[config.mk]
export PLATFORM = sky130hd
export DESIGN_NAME = pixel_stream_reader
export DESIGN_NICKNAME = d
export VERILOG_FILES = /design/src/rtl/pixel_buf_pkg.sv /design/src/rtl/pixel_out_fifo.sv /design/src/rtl/pixel_stream_reader.sv
export SDC_FILE = /design/constraint.sdc
export NUM_CORES = 1
export LEC_CHECK = 0
export ABC_AREA = 0
export BUFFER_PORTS_ARGS = -buffer_cell sky130_fd_sc_hd__buf_4
export CORE_UTILIZATION = 38
export CTS_CLUSTER_DIAMETER = 80
export DETAILED_ROUTE_END_ITERATION = 7
export HOLD_SLACK_MARGIN = 0.15
export PLACE_DENSITY = 0.64
export SLEW_MARGIN = 20
export SYNTH_ARGS = -nofsm -noshare
export SYNTH_HDL_FRONTEND = slang
export SYNTH_SLANG_ARGS = --single-unit
[constraint.sdc]
create_clock -name clk -period 2.7 [get_ports clk]
set_input_delay 0.135 -clock clk [delete_from_list [all_inputs] [get_ports clk]]
set_output_delay 0.135 -clock clk [all_outputs]
set_load 0.05 [all_outputs]
[src/rtl/pixel_buf_pkg.sv]
// pixel_buf_pkg: shared widths and FSM states for the pixel stream reader.
package pixel_buf_pkg;
  localparam int ADDR_W = 10;
  localparam int DATA_W = 48;
  localparam int LANES = 3;
  typedef enum logic [1:0] {S_IDLE, S_READ, S_DRAIN, S_DONE} state_t;
endpackage

[src/rtl/pixel_out_fifo.sv]
// pixel_out_fifo: 2-entry output FIFO with a registered head word.
module pixel_out_fifo #(
  parameter int DATA_W = pixel_buf_pkg::DATA_W
) (
  input  logic              clk,
  input  logic              rst,
  input  logic              push,
  input  logic              pop,
  input  logic [DATA_W-1:0] din,
  output logic              valid,
  output logic [DATA_W-1:0] dout,
  output logic [1:0]        count
);
  logic [DATA_W-1:0] tail;
  assign valid = count != 2'd0;
  always_ff @(posedge clk) begin
    if (rst) begin
      count <= 2'd0;
      dout <= '0;
      tail <= '0;
    end else begin
      count <= count + {1'b0, push} - {1'b0, pop};
      // head only moves on a pop or when filling an empty FIFO, so it holds under back-pressure
      if (push && (count == 2'd0 || (count == 2'd1 && pop))) dout <= din;
      else if (pop && count == 2'd2) dout <= tail;
      if (push && ((count == 2'd1 && !pop) || count == 2'd2)) tail <= din;
    end
  end
endmodule

[src/rtl/pixel_stream_reader.sv]
// pixel_stream_reader: streams a block of SRAM words out through a ready/valid FIFO.
module pixel_stream_reader #(
  parameter int ADDR_W = pixel_buf_pkg::ADDR_W,
  parameter int DATA_W = pixel_buf_pkg::DATA_W
) (
  input  logic                            clk,
  input  logic                            rst,
  input  logic                            start,
  input  logic [ADDR_W-1:0]               base_addr,
  input  logic [ADDR_W-1:0]               length,
  output logic                            busy,
  output logic                            done,
  output logic                            sram_oe,
  output logic [ADDR_W-1:0]               sram_addr,
  output logic [pixel_buf_pkg::LANES-1:0] sram_wen,
  input  logic [DATA_W-1:0]               sram_do,
  output logic                            pix_valid,
  output logic [DATA_W-1:0]               pix_data,
  input  logic                            pix_ready
);
  import pixel_buf_pkg::*;
  state_t state, state_n;
  logic [ADDR_W-1:0] addr, rem, last_addr;
  logic inflight, pop, issue;
  logic [1:0] count, level;
  assign busy = state != S_IDLE;
  assign done = state == S_DONE;
  assign sram_wen = {LANES{1'b1}};
  always_comb begin
    pop = pix_valid & pix_ready;
    // words that will occupy the FIFO once this cycle's pop and pending capture settle
    level = count - {1'b0, pop} + {1'b0, inflight};
    issue = (state == S_READ) && (level < 2'd2);
    sram_oe = issue;
    sram_addr = issue ? addr : last_addr;
    state_n = state;
    case (state)
      S_IDLE:  state_n = start ? ((length == '0) ? S_DONE : S_READ) : S_IDLE;
      S_READ:  state_n = (issue && rem == ADDR_W'(1)) ? S_DRAIN : S_READ;
      S_DRAIN: state_n = (count == {1'b0, pop} && !inflight) ? S_DONE : S_DRAIN;
      default: state_n = S_IDLE;
    endcase
  end
  always_ff @(posedge clk) begin
    if (rst) begin
      state <= S_IDLE;
      addr <= '0;
      rem <= '0;
      last_addr <= '0;
      inflight <= 1'b0;
    end else begin
      state <= state_n;
      inflight <= issue;
      if (state == S_IDLE && start) begin
        addr <= base_addr;
        rem <= length;
      end else if (issue) begin
        addr <= addr + ADDR_W'(1);
        rem <= rem - ADDR_W'(1);
        last_addr <= addr;
      end
    end
  end
  pixel_out_fifo #(.DATA_W(DATA_W)) u_fifo (
    .clk  (clk),
    .rst  (rst),
    .push (inflight),
    .pop  (pop),
    .din  (sram_do),
    .valid(pix_valid),
    .dout (pix_data),
    .count(count)
  );
endmodule

Word-level counts from Yosys, hierarchy flattened
Index checks and enable logic that the tools add are counted.
Operators by class
  reduce and logical (&&, ||, !) cells: 20
  add/sub/neg operators: 6
  bitwise gates (word level): 1
  $lt $le $gt $ge: 1
  mux-type cells: 12
  equal/unequal tests: 7
Operators with widths (number)
  $mux 48: 2
  $mux 10: 5
  $add 10x1->10 const B: 1
  $eq 10x1->1 const B: 1
  $logic_not 10->1: 1
  $sub 10x1->10 const B: 1
  $logic_and 1x1->1: 9
  $reduce_bool 2->1: 4
  $eq 2x2->1 const B: 3
  $mux 2: 3
  $pmux 2 s3: 1
  $add 2x1->2: 2
  $eq 2x1->1 const B: 2
  $logic_not 2->1: 2
  $sub 2x1->2: 2
  $eq 2x1->1: 1
  $logic_not 1->1: 2
  $logic_or 1x1->1: 2
  $lt 2x2->1 const B: 1
  $and 1x1->1: 1
  $mux 1: 1
Word-level totals
  flip-flop bits (word level): 131
  output and inout port bits: 65
  logic and storage cells: 55

Logic depth before layout (Yosys ltp)
Gate-level depths: netlist of run 1.
  depth in word-level cells: 9
  mapped depth: 14

Cells and area by module
From an unflattened synthesis of run 1, not the netlist that was laid out.
Unflattened totals
  cells, all modules: 697
  area total of the unflattened synthesis: 6309.8 µm²
By module, submodules not included
  pixel_out_fifo: area an instance 4555.6 µm², instances 1, cells an instance 499
  pixel_stream_reader: area an instance 1754.2 µm², instances 1, cells an instance 198

Worst setup path after synthesis of run 1
No wires, ideal clock.
  path kind: reg2reg
  start point: reg u_fifo.count[0]
  end point: reg last_addr[3]
  required time: 2.572 ns
  period minus slack after synthesis: 3.000 ns
  data arrival time: 2.872 ns
  setup slack: -0.300 ns
  cell stages (with the launch flop): 14
  library setup time: 0.128 ns
  path through: dfxtp_1 > and3b_1 > clkbuf_1 > buf_2 > buf_2 > nand2b_1 > ha_1 > nor2b_2 > a21boi_4 > nand2_4 > inv_4 > buf_8 > mux2_1 > nor2b_1
Between the ends
  cells in the longest elaborated chain, start to end: 7
RTL lines
  from (decl): RTL line pixel_out_fifo.sv:12  | output logic [1:0] count
  from (signal assigned): RTL line pixel_out_fifo.sv:22  | count <= count + {1'b0, push} - {1'b0, pop};
  $reduce_bool 2->1: RTL line pixel_out_fifo.sv:15  | assign valid = count != 2'd0;
  $and 1x1->1: RTL line pixel_stream_reader.sv:30  | pop = pix_valid & pix_ready;
  $sub 2x1->2 (*): RTL line pixel_stream_reader.sv:32  | level = count - {1'b0, pop} + {1'b0, inflight};
  $add 2x1->2 (*): RTL line pixel_stream_reader.sv:32
  $lt 2x2->1 (*): RTL line pixel_stream_reader.sv:33  | issue = (state == S_READ) && (level < 2'd2);
  $logic_and 1x1->1 (*): RTL line pixel_stream_reader.sv:33
  $mux 10 (*)
  named net sram_addr[3]: RTL line pixel_stream_reader.sv:14  | output logic [ADDR_W-1:0] sram_addr,
  to (signal assigned): RTL line pixel_stream_reader.sv:60  | last_addr <= addr;
  to (decl): RTL line pixel_stream_reader.sv:23  | logic [ADDR_W-1:0] addr, rem, last_addr;
Mark *: on every way through the listed nets, which the timed path passes. The rest lies on a longest branch.
A chain may end at the register's enable or synchronous reset.

Worst setup path after layout of run 1
  start point: in pix_ready
  end point: out sram_addr[5]
Between the ends
  cells in the longest elaborated chain, start to end: 6
RTL lines
  from (decl): RTL line pixel_stream_reader.sv:19  | input logic pix_ready
  $and 1x1->1: RTL line pixel_stream_reader.sv:30
  $sub 2x1->2: RTL line pixel_stream_reader.sv:32
  $add 2x1->2: RTL line pixel_stream_reader.sv:32
  $lt 2x2->1: RTL line pixel_stream_reader.sv:33
  $logic_and 1x1->1: RTL line pixel_stream_reader.sv:33
  $mux 10
  to (decl): RTL line pixel_stream_reader.sv:14
Every way passes these cells.

==> results of run 1 <==
## power by group
group          switching, mW  leakage, nW  internal, mW
Clock                  0.820        0.271          1.39
Sequential            0.0711         1.06          2.02
Combinational          0.523         1.72         0.357
Total                   1.41         3.05          3.77
## per-layer routing
| layer | wire (um) | GRT usage | vias up |
|---|---|---|---|
| li1 | - | - | 2595 |
| met1 | 6489 | 0.2450 | 2589 |
| met2 | 7873 | 0.3594 | 182 |
| met3 | 824 | 0.05122 | 34 |
| met4 | 408 | 0.09491 | 0 |
| met5 | 0 | 0 | - |
## sequential cells by signal, summed over array words and instances, names as in the netlist
name and cells:
inflight 1, u_fifo.count 2, state 2, addr 10, last_addr 10, rem 10, u_fifo.dout 48, u_fifo.tail 48
## per-stage QoR
stage | setup TNS (ps) | total power, mW | setup WS, ps | cells
after global routing | -20.25 | 5.378 | -9.196 | 1013
after global placement | 0 | 2.887 | 417.8 | 908
after floorplan | 0 | 2.647 | 84.68 | 637
final | 0 | 5.187 | 110.6 | 1013
after detailed placement | 0 | 2.908 | 290.6 | 908
after CTS | 0 | 5.214 | 38.73 | 1009
## repair_timing
action | 4_1_cts | 5_1_grt
pin swaps | 0 | 1
gates resized for setup | 4 | 0
setup buffers | 0 | 3
hold endpoints to repair | 119 | 0
endpoints found under the setup margin | 10 | 10
cloned | 0 | 1
hold buffers | 71 | 0
## area by class of cell
type | instances | share of cell area
Timing Repair Buffer | 215 | 0.2315
Multi-Input combinational cell | 451 | 0.3283
Timing Repair inverter | 1 | 0.001116
Clock buffer | 21 | 0.05867
Tap cell | 180 | 0.02870
Clock inverter | 9 | 0.01355
Sequential cell | 131 | 0.3342
Inverter | 5 | 0.003986
## placed cells by master, fill, tap and decap left out, types with 3 or more instances in the layout
| cell | count |
|---|---|
| nor4_1 | 5 |
| inv_1 | 4 |
| a2111oi_0 | 3 |
| clkinvlp_4 | 3 |
| a21oi_1 | 103 |
| clkbuf_16 | 17 |
| o21bai_1 | 4 |
| mux2_4 | 5 |
| dlygate4sd3_1 | 71 |
| o21ai_0 | 3 |
| nand3_1 | 3 |
| mux2i_1 | 3 |
| and3_1 | 5 |
| clkinv_2 | 3 |
| nand4_1 | 3 |
| buf_4 | 142 |
| o21a_1 | 4 |
| a211oi_1 | 4 |
| ha_1 | 3 |
| mux2_2 | 5 |
| a22oi_1 | 47 |
| nor3_1 | 7 |
| dfxtp_1 | 131 |
| a311oi_1 | 4 |
| nand2_1 | 154 |
| a31oi_1 | 5 |
| nor2b_1 | 11 |
| conb_1 | 3 |
| nor2_1 | 24 |
## Yosys cell counts (all sizes together) (4+ instances only)
master   count
nand2      156
dfxtp      131
a21oi      103
a22oi       47
clkbuf      29
nor2        25
buf         21
nor2b       12
mux2        10
nor3         8
nor4         7
and3         6
a211oi       5
a31oi        5
inv          5
a2111oi      4
a311oi       4
and2         4
ha           4
o21a         4
o21ai        4
o21bai       4
## kinds of logic (layout without fill, tap and decap cells)
group | after synthesis | count (layout) | synth area share
other | 1 | 3 | 0.0006917
xor gates and xnor gates | 1 | 1 | 0.001616
buffers and inverters | 55 | 251 | 0.04939
AOI/OAI and AO/OA | 194 | 194 | 0.2310
DFF | 131 | 131 | 0.4837
muxes | 13 | 13 | 0.02631
and+or+nand+nor | 236 | 236 | 0.1980
adders and majority gates | 4 | 4 | 0.009232
## worst max-delay path: cells and delay by family
kind / cells / cell delay, ps
AOI/OAI and AO/OA: 1 / 200
adders and majority gates: 1 / 190
buffers and inverters: 4 / 1010
muxes: 1 / 350
and+or+nand+nor: 4 / 550
## how the worst max path moves through the flow
stage | start | endpoint | slack [ps] | depth (start not counted)
floorplan | u_fifo.count[0] | last_addr[0] | 80 | 13
global placement | u_fifo.count[1] | sram_addr[5] | 420 | 9
detailed placement | u_fifo.count[1] | sram_addr[5] | 290 | 9
CTS | u_fifo.count[1] | sram_addr[5] | 40 | 9
global route | pix_ready | sram_addr[5] | -9 | 11
finish | pix_ready | sram_addr[5] | 110 | 11
==> key figures, run 1 <==
Outcome
  • Status: completed

Global routing
  • First-pass GRT wire length: 24210 um
  • Antenna violations before repair: 0
  • Total track usage: 0.2096
  • Grt ovf: 0
  • Vias in the first global route: 5166
  • Largest net degree at the start of global routing: 61

Synthesis
  • Synth warnings: 0
  • Most used DFF post-synth: dfxtp_1
  • Yosys reg bits: 131
  • Syn_area_per_cell: 8.538 sq um
  • Register area share after synthesis: 0.4837
  • Synth unique cells: 62
  • Post-Syn Area: 5421 sq um
  • Synth area leader: dfxtp_1
  • Area contributors post-synth: dfxtp_1 48%, nand2_1 11%, a21oi_1 9.5%
  • Post-synth EDFFs: 0
  • Share of the synthesized area in the top cell type: 0.4837
  • Gate Count Post-Synth: 635
  • Async set or reset register ratio after synthesis: 0

Setup path
  • CP Data Arrival Time: 2450 ps
  • RR Startpoint: state[1]
  • Critical path class: in2out
  • CP max FO: 14
  • R2r endpoint: state[1]
  • Worst setup SP type: input port
  • Critical path's slowest cell: dlygate4sd3_1
  • Worst Reg-to-Reg Cells: 6
  • CP Cell Sequence: dlygate4sd3_1 -> buf_4 -> nand2b_1 -> nand2b_1 -> ha_4 -> nor2b_2 -> a21boi_4 -> nand2_4 -> inv_12 -> mux2_2 -> buf_4
  • CP required: 2570 ps
  • CP max stage delay: 560 ps
  • R2R Setup Slk: 300 ps
  • CP endpoint kind: primary output

Die
  • Chip height: 121.4 um
  • Core area: 13880 sq um
  • # IOs: 137
  • Die area: 14750 sq um
  • Initial core utilization: 0.3906
  • Row cnt: 43
  • Die X: 121.4 um

Clock network
  • H-tree depth: 4
  • Clk_lat worst skew: 410 ps
  • Root buffer cell: clkbuf_16
  • CTS buffer count: 17
  • CTS tree: yes
  • Clock-pin slew on the worst setup and hold paths: 50 ps
  • Clk sinks: 131
  • Clock Path Buffers: 2

Finish
  • Area growth syn-to-layout: 44.75%
  • Final Cell Area: 7848 sq um
  • Layout fillers: 1201
  • Register area: 2623 sq um
  • Fin nets: 898
  • Post-layout util: 0.5654
  • Area of the multi-input gates: 2576 sq um
  • Diodes inserted: 0
  • Ratio of cells with drive above 1 in the final layout: 0.2473

Routing
  • Routed WL per cell: 15.39 um
  • Mean number of vias per cell: 5.331
  • Final wirelength: 15600 um
  • DRT Pass-1 Iters: 5
  • Drt first-iter violations: 307
  • Vias: 5400
  • Post-DRT Antenna Nets: 0
  • # DRC: 0

Timing
  • Crit path time final: 2589 ps
  • Hold violation total from the final report: 0
  • Setup-failing EPs final: 0
  • Max-slew violations: 0
  • Worst Hold Slack: 180.8 ps
  • Least-Margin Pin Slew: 742.6 ps
  • Period Utilization, post-route: 0.9590
  • Max_slew headroom: 0.5003
  • Final Skew: 6.703 ps
  • Max Clock Freq: 386.2 MHz

Min path
  • Worst Hold Path EP: rem[7]
  • Hold Path Origin: length[7]
  • Hold Path Class: in2reg
  • Hold Path Stages: 4

Pwr
  • Power density over cell area: 660.9 nW/um^2
  • Max VDD drop: 0.0004338 V
  • Pleak: 3.053 nW

Placed design
  • Post-placement cell area: 6519 sq um
  • DP HPWL: 9629 um
  • IO buf count: 133
  • Gpl congestion: 0.8071

Run
  • Max cap viols: 0
(Power assumes the default switching activity.)
==> run 2: changes to the inputs <==
PLACE_DENSITY = 0.62   (was 0.64)
SYNTH_HIERARCHICAL = 1   (was not set)
==> run 2 against run 1 <==
Compared with the run above:
- worst hold slack better by 32 ps
- worst setup slack worse by 57 ps
- via count up 6.4%
- power grew 54%
- synthesized area up 16%
- clock power increased by 11%
- critical path depth decreased by 2
- fmax is 2.2% lower
- critical path type is now reg2out
==> key figures, run 2 <==
Routing
  • Post-DRT Antenna Nets: 0
  • DRT Pass-1 Iters: 5
  • Vias: 5748
  • Top layer reached by signal wires: met4
  • Routed WL per cell: 15.16 um
  • # DRC: 0
  • Met3 WL: 738 um
  • Mean number of vias per cell: 5.146
  • M1 wire length: 7570 um
  • Drt first-iter violations: 331
  • Met2 wire length: 8232 um
  • Final wirelength: 16930 um

Pwr
  • Pleak: 3.368 nW
  • Combinational share of power: 0.382
  • Sequential share of power: 0.310
  • Clock Power Share: 0.307
  • Switching part of the total: 0.3727
  • P_int: 5.016 mW
  • NetSw: 2.980 mW
  • Max VDD drop: 0.0004458 V
  • Tot Pwr: 7.996 mW
  • Power density over cell area: 897.4 nW/um^2

Global routing
  • Vias in the first global route: 5624
  • Antenna violations before repair: 0
  • First-pass GRT wire length: 27120 um
  • Grt ovf: 0
  • Largest net degree at the start of global routing: 106
  • Total track usage: 0.2030

Min path
  • Hold Path Class: in2reg

Die
  • Chip height: 130.9 um
  • Initial core utilization: 0.3929
  • Core area: 16060 sq um
  • # IOs: 137
  • Die X: 130.9 um
  • Row cnt: 46
  • Die area: 17120 sq um

Synthesis
  • Yosys reg bits: 131
  • Cell with the most instances after synthesis: dfxtp_1
  • Synth area leader: dfxtp_1
  • Async set or reset register ratio after synthesis: 0
  • Synth cell count leaders: 131 x dfxtp_1, 112 x nand2_1, 100 x nand2b_1, 52 x nor3_1, 48 x mux2i_1
  • Share of the synthesized area in the top cell type: 0.4156
  • Area contributors post-synth: dfxtp_1 42%, nand2b_1 9.9%, mux2i_1 7.6%
  • Post-synth EDFFs: 0
  • Register area share after synthesis: 0.4156
  • Gate Count Post-Synth: 697
  • Post-Syn Area: 6310 sq um
  • Syn_area_per_cell: 9.053 sq um
  • Synth warnings: 6
  • Most used DFF post-synth: dfxtp_1
  • Synth unique cells: 56

Timing
  • Hold violation total from the final report: 0
  • Setup-failing EPs final: 0
  • Unrepaired setup endpoints after global routing: true
  • Final Skew: 7.547 ps
  • Period Utilization, post-route: 0.9801
  • Max-slew violations: 0
  • Max_slew headroom: 0.5306
  • Max Clock Freq: 377.9 MHz
  • Crit path time final: 2646 ps
  • Least-Margin Pin Slew: 704.1 ps

Finish
  • Ratio of cells with drive above 1 in the final layout: 0.2531
  • Diodes inserted: 0
  • Biggest regs: u_fifo/dout: 48 flops, u_fifo/tail: 48 flops
  • Area growth syn-to-layout: 41.23%
  • Layout fillers: 1466
  • Fin nets: 966
  • Most frequent cells in the layout: 143 x buf_4, 130 x dfxtp_1, 112 x nand2_1
  • Commonest non-fill, non-tap cell in the layout: buf_4
  • Final Instance Count excl. Fillers: 1117

Clock network
  • CTS buffer count: 17
  • H-tree depth: 4
  • Clock Path Buffers: 2
  • Clock-pin slew on the worst setup and hold paths: 60 ps
  • Root buffer cell: clkbuf_16
  • Clk sinks: 131
  • Clk_lat worst skew: 420 ps
  • CTS tree: yes

Setup path
  • Cell repeated most along the worst path: buf_4
  • CP max stage delay: 350 ps
  • CP endpoint kind: primary output
  • CP max FO: 8
  • CP Cell Sequence: or2_4 -> and2_4 -> ha_4 -> xor2_4 -> xnor2_2 -> nand2_4 -> buf_4 -> mux2_2 -> buf_4
  • CP Data Arrival Time: 2510 ps
  • Worst setup SP type: flop
  • Critical path class: reg2out
  • CP required: 2570 ps
  • Critical path's slowest cell: dfxtp_2

Run
  • Max cap viols: 0

Placed design
  • DP HPWL: 10430 um
  • IO buf count: 133
  • Placed insts: 1004
  • Gpl congestion: 0.7923

Outcome
  • Status: completed
[run 2: changes by cell type after synthesis, moves of 7 or more]
| cell | before | now |
|---|---|---|
| a311oi_1 | 4 | 42 |
| nand2b_1 | 2 | 100 |
| nand2_1 | 155 | 112 |
| mux2i_1 | 3 | 48 |
| buf_4 | 4 | 12 |
| a21oi_1 | 103 | 10 |
| nor2_1 | 24 | 17 |
| a311oi_2 | 0 | 10 |
| a22oi_1 | 47 | 0 |
| nor3_1 | 7 | 52 |
[run 2: layout make-up]
| class | instances | area (sq um) | area share |
|---|---|---|---|
| Sequential cell | 131 | 2624 | 0.2944 |
| Tap cell | 216 | 270.3 | 0.03033 |
| Clock inverter | 13 | 182.7 | 0.02050 |
| Inverter | 8 | 37.54 | 0.004212 |
| Multi-Input combinational cell | 502 | 3369 | 0.3781 |
| Clock buffer | 19 | 452.9 | 0.05083 |
| Timing Repair Buffer | 228 | 1974 | 0.2216 |
[run 2: power groups by stage]
stage / Sequential (mW) / Clock, mW / Combinational [mW]
final: 2.48 / 2.46 / 3.06
after global routing: 2.52 / 2.59 / 3.27
after CTS: 2.48 / 2.50 / 2.98
after detailed placement: 2.52 / 0 / 2.79
after global placement: 2.51 / 0 / 2.74
after floorplan: 3.10 / 0 / 1.43
[run 2: final timing paths]
| check | end | depth (start not counted) | from | slack (ps) |
|---|---|---|---|---|
| worst max-delay path | sram_addr[0] | 9 | u_fifo/count[0] | 50 |
| worst max register to register | addr[0] | 11 | u_fifo/count[0] | 80 |
| worst min register to register | u_fifo/tail[4] | 2 | u_fifo/tail[4] | 470 |
| worst min-delay path | rem[0] | 4 | start | 210 |
[run 2: through the flow]
| step | hold WS (ps) | util | setup slack (ps) | cell area, sq um | setup TNS, ps |
|---|---|---|---|---|---|
| after detailed placement | 400.9 | 0.4614 | 182.8 | 7408 | 0 |
| after global routing | 212.2 | 0.5549 | -44.92 | 8911 | -371.1 |
| final | 212.7 | 0.5549 | 53.61 | 8911 | 0 |
| after floorplan | 271.0 | - | 11.38 | 6326 | 0 |
| after CTS | 196.0 | 0.5506 | 6.885 | 8842 | 0 |
| after global placement | 392.2 | 0.4614 | 259.2 | 7408 | 0 |
[run 2: worst max-delay path: cells and delay by family (launching register included)]
kind                     cells  cell delay [ps]
adder cells (fa/ha/maj)      1              180
XOR/XNOR                     2              410
multiplexers                 1              270
AND/OR/NAND/NOR              3              520
flip-flops                   1              350
buffers and inverters        2              350
[run 2: logic make-up (layout without fill, tap and decap cells)]
kind of cell,after synthesis,count (layout),share of synthesized area
AO/OA/AOI/OAI,93,93,0.1263
XOR/XNOR,8,8,0.01349
adder cells (fa/ha/maj),6,6,0.01190
buffers and inverters,66,268,0.06127
flip-flops,131,131,0.4156
multiplexers,59,59,0.09578
other,1,3,0.0005943
AND/OR/NAND/NOR,333,333,0.2750
[run 2: what timing repair did]
item	in CTS	in global routing
hold endpoints to repair	126	0
hold buffers	73	0
endpoints found under the setup margin	10	12
resized for setup	5	12
buffers inserted	6	2
pin swaps	3	2
[run 2: per-layer routing]
layer,global-route usage,up-vias
met4,0.09398,0
met3,0.04479,30
li1,-,2823
met1,0.2504,2734
met2,0.3368,161
met5,0,-
==> run 3: changes to the inputs <==
PLACE_DENSITY = 0.6   (was 0.62)
clock period = 2.9 ns   (was 2.7 ns; I/O delays follow)
==> run 3 against run 2 <==
Compared with the run above:
- cell area down 0.52%
- critical path depth is 2 higher
- sequential cell count unchanged
- critical path type is now reg2reg
- sequential power is 7% lower
==> key figures, run 3 (synthesis gave the netlist of run 2 again) <==
Min path
  • Hold Path Class: in2reg

Timing
  • Crit path time final: 2784 ps
  • Final worst setup slack: 116.0 ps
  • Max Clock Freq: 359.2 MHz
  • Max_slew headroom: 0.4151
  • Max-slew violations: 0
  • Least-Margin Pin Slew: 877.3 ps
  • Hold violation total from the final report: 0
  • Period Utilization, post-route: 0.9600
  • Final Skew: 13.47 ps
  • Setup-failing EPs final: 0

Setup path
  • CP required: 3250 ps
  • R2r endpoint: addr[5]
  • R2R Setup Slk: 120 ps
  • CP endpoint kind: flop
  • CP startpoint: u_fifo/count[0]
  • Worst setup path endpoint: addr[5]
  • RR Startpoint: u_fifo/count[0]
  • Critical path class: reg2reg
  • Worst Reg-to-Reg Cells: 11
  • Worst setup SP type: flop
  • CP Data Arrival Time: 3130 ps
  • CP max FO: 10

Die
  • Chip height: 130.9 um
  • Die area: 17120 sq um
  • # IOs: 137
  • Row cnt: 46
  • Core area: 16060 sq um
  • Initial core utilization: 0.3929
  • Die X: 130.9 um

Pwr
  • Max VDD drop: 0.0004246 V
  • Power density over cell area: 831.8 nW/um^2
  • Pleak: 3.373 nW

Routing
  • Routed WL per cell: 15.16 um
  • # DRC: 0
  • Final wirelength: 16930 um
  • Mean number of vias per cell: 5.086
  • Vias: 5681
  • DRT Pass-1 Iters: 5
  • Drt first-iter violations: 325
  • Post-DRT Antenna Nets: 0

Finish
  • Biggest regs: u_fifo/dout: 48 flops, u_fifo/tail: 48 flops
  • Final Instance Count excl. Fillers: 1117
  • Most frequent cells in the layout: 150 x buf_4, 130 x dfxtp_1, 112 x nand2_1
  • Area growth syn-to-layout: 40.49%
  • Ratio of cells with drive above 1 in the final layout: 0.2486
  • Commonest non-fill, non-tap cell in the layout: buf_4
  • Fin nets: 966
  • Post-layout util: 0.5520
  • Diodes inserted: 0

Placed design
  • Worst slack, placed: 231.5 ps
  • IO buf count: 133
  • DP HPWL: 10440 um
  • Placed insts: 1007
  • Gpl congestion: 0.7870

Global routing
  • First-pass GRT wire length: 26870 um
  • Total track usage: 0.2011
  • Largest net degree at the start of global routing: 104
  • Antenna violations before repair: 0
  • Grt ovf: 0
  • Vias in the first global route: 5581

Clock network
  • Clock Path Buffers: 2
  • Clock-pin slew on the worst setup and hold paths: 60 ps
  • Clk sinks: 131
  • H-tree depth: 4
  • Clk_lat worst skew: 420 ps
  • CTS buffer count: 17
  • CTS tree: yes
  • Root buffer cell: clkbuf_16

Outcome
  • Status: completed

Run
  • Max cap viols: 0
==> run 3: per-stage QoR <==
stage	instance area [sq um]	power, mW	hold slack, ps	setup TNS, ps
floorplan	6321	4.214	281.0	0
global placement	7426	4.885	406.1	0
detailed placement	7426	4.930	418.2	0
CTS	8842	7.395	249.0	0
global route	8865	7.734	293.3	-3.354
finish	8865	7.374	254.2	0
==> run 3: where the power goes <==
group / leakage [nW] / switching [mW] / internal [mW]
combinational: 2.00 / 1.73 / 1.01
sequential: 1.07 / 0.198 / 2.11
clock: 0.311 / 0.788 / 1.53
total: 3.37 / 2.72 / 4.65
==> run 3: timing repair <==
action / CTS / global route
hold buffers: 74 / 0
pin swaps: 1 / 1
endpoints found under the setup margin: 10 / 13
buffers inserted: 4 / 0
gates resized for setup: 4 / 3
hold endpoints to repair: 124 / 0
==> run 3: area by class of cell <==
class / count / area, sq um
fillers: 1413 / 7193
multi-input cells: 502 / 3348
flip-flops and latches: 131 / 2624
repair buffers: 228 / 1947
clock buffers: 24 / 491.7
well taps: 216 / 270.3
clock inverters: 8 / 146.4
inverters: 8 / 37.54
==> run 3: worst max-delay path: stages, from the launching register on <==
cell           delay (ps)
dfxtp_2               350
or2_2                 280
and2_2                250
ha_4                  270
nor2b_4               140
xnor2_2               160
nand2_4               100
inv_8                 100
buf_4                 150
a211oi_1               60
nor4_1                250
dlygate4sd3_1         600
==> run 3: how the worst min path moves through the flow <==
stage | from | to | slack, ps | cells after the start
6_report | start | state[0] | 250 | 4
2_1_floorplan | base_addr[7] | addr[7] | 280 | 2
5_1_grt | start | state[0] | 290 | 4
4_1_cts | start | state[0] | 250 | 4
3_3_place_gp | base_addr[7] | addr[7] | 410 | 3
3_5_place_dp | base_addr[7] | addr[7] | 420 | 3
==> run 3: per-layer routing <==
| layer | wire length (um) | up-vias | GRT usage |
|---|---|---|---|
| met5 | 0 | - | 0 |
| li1 | - | 2817 | - |
| met4 | 284 | 0 | 0.07776 |
| met1 | 7713 | 2706 | 0.2399 |
| met2 | 8265 | 136 | 0.3480 |
| met3 | 666 | 22 | 0.04805 |
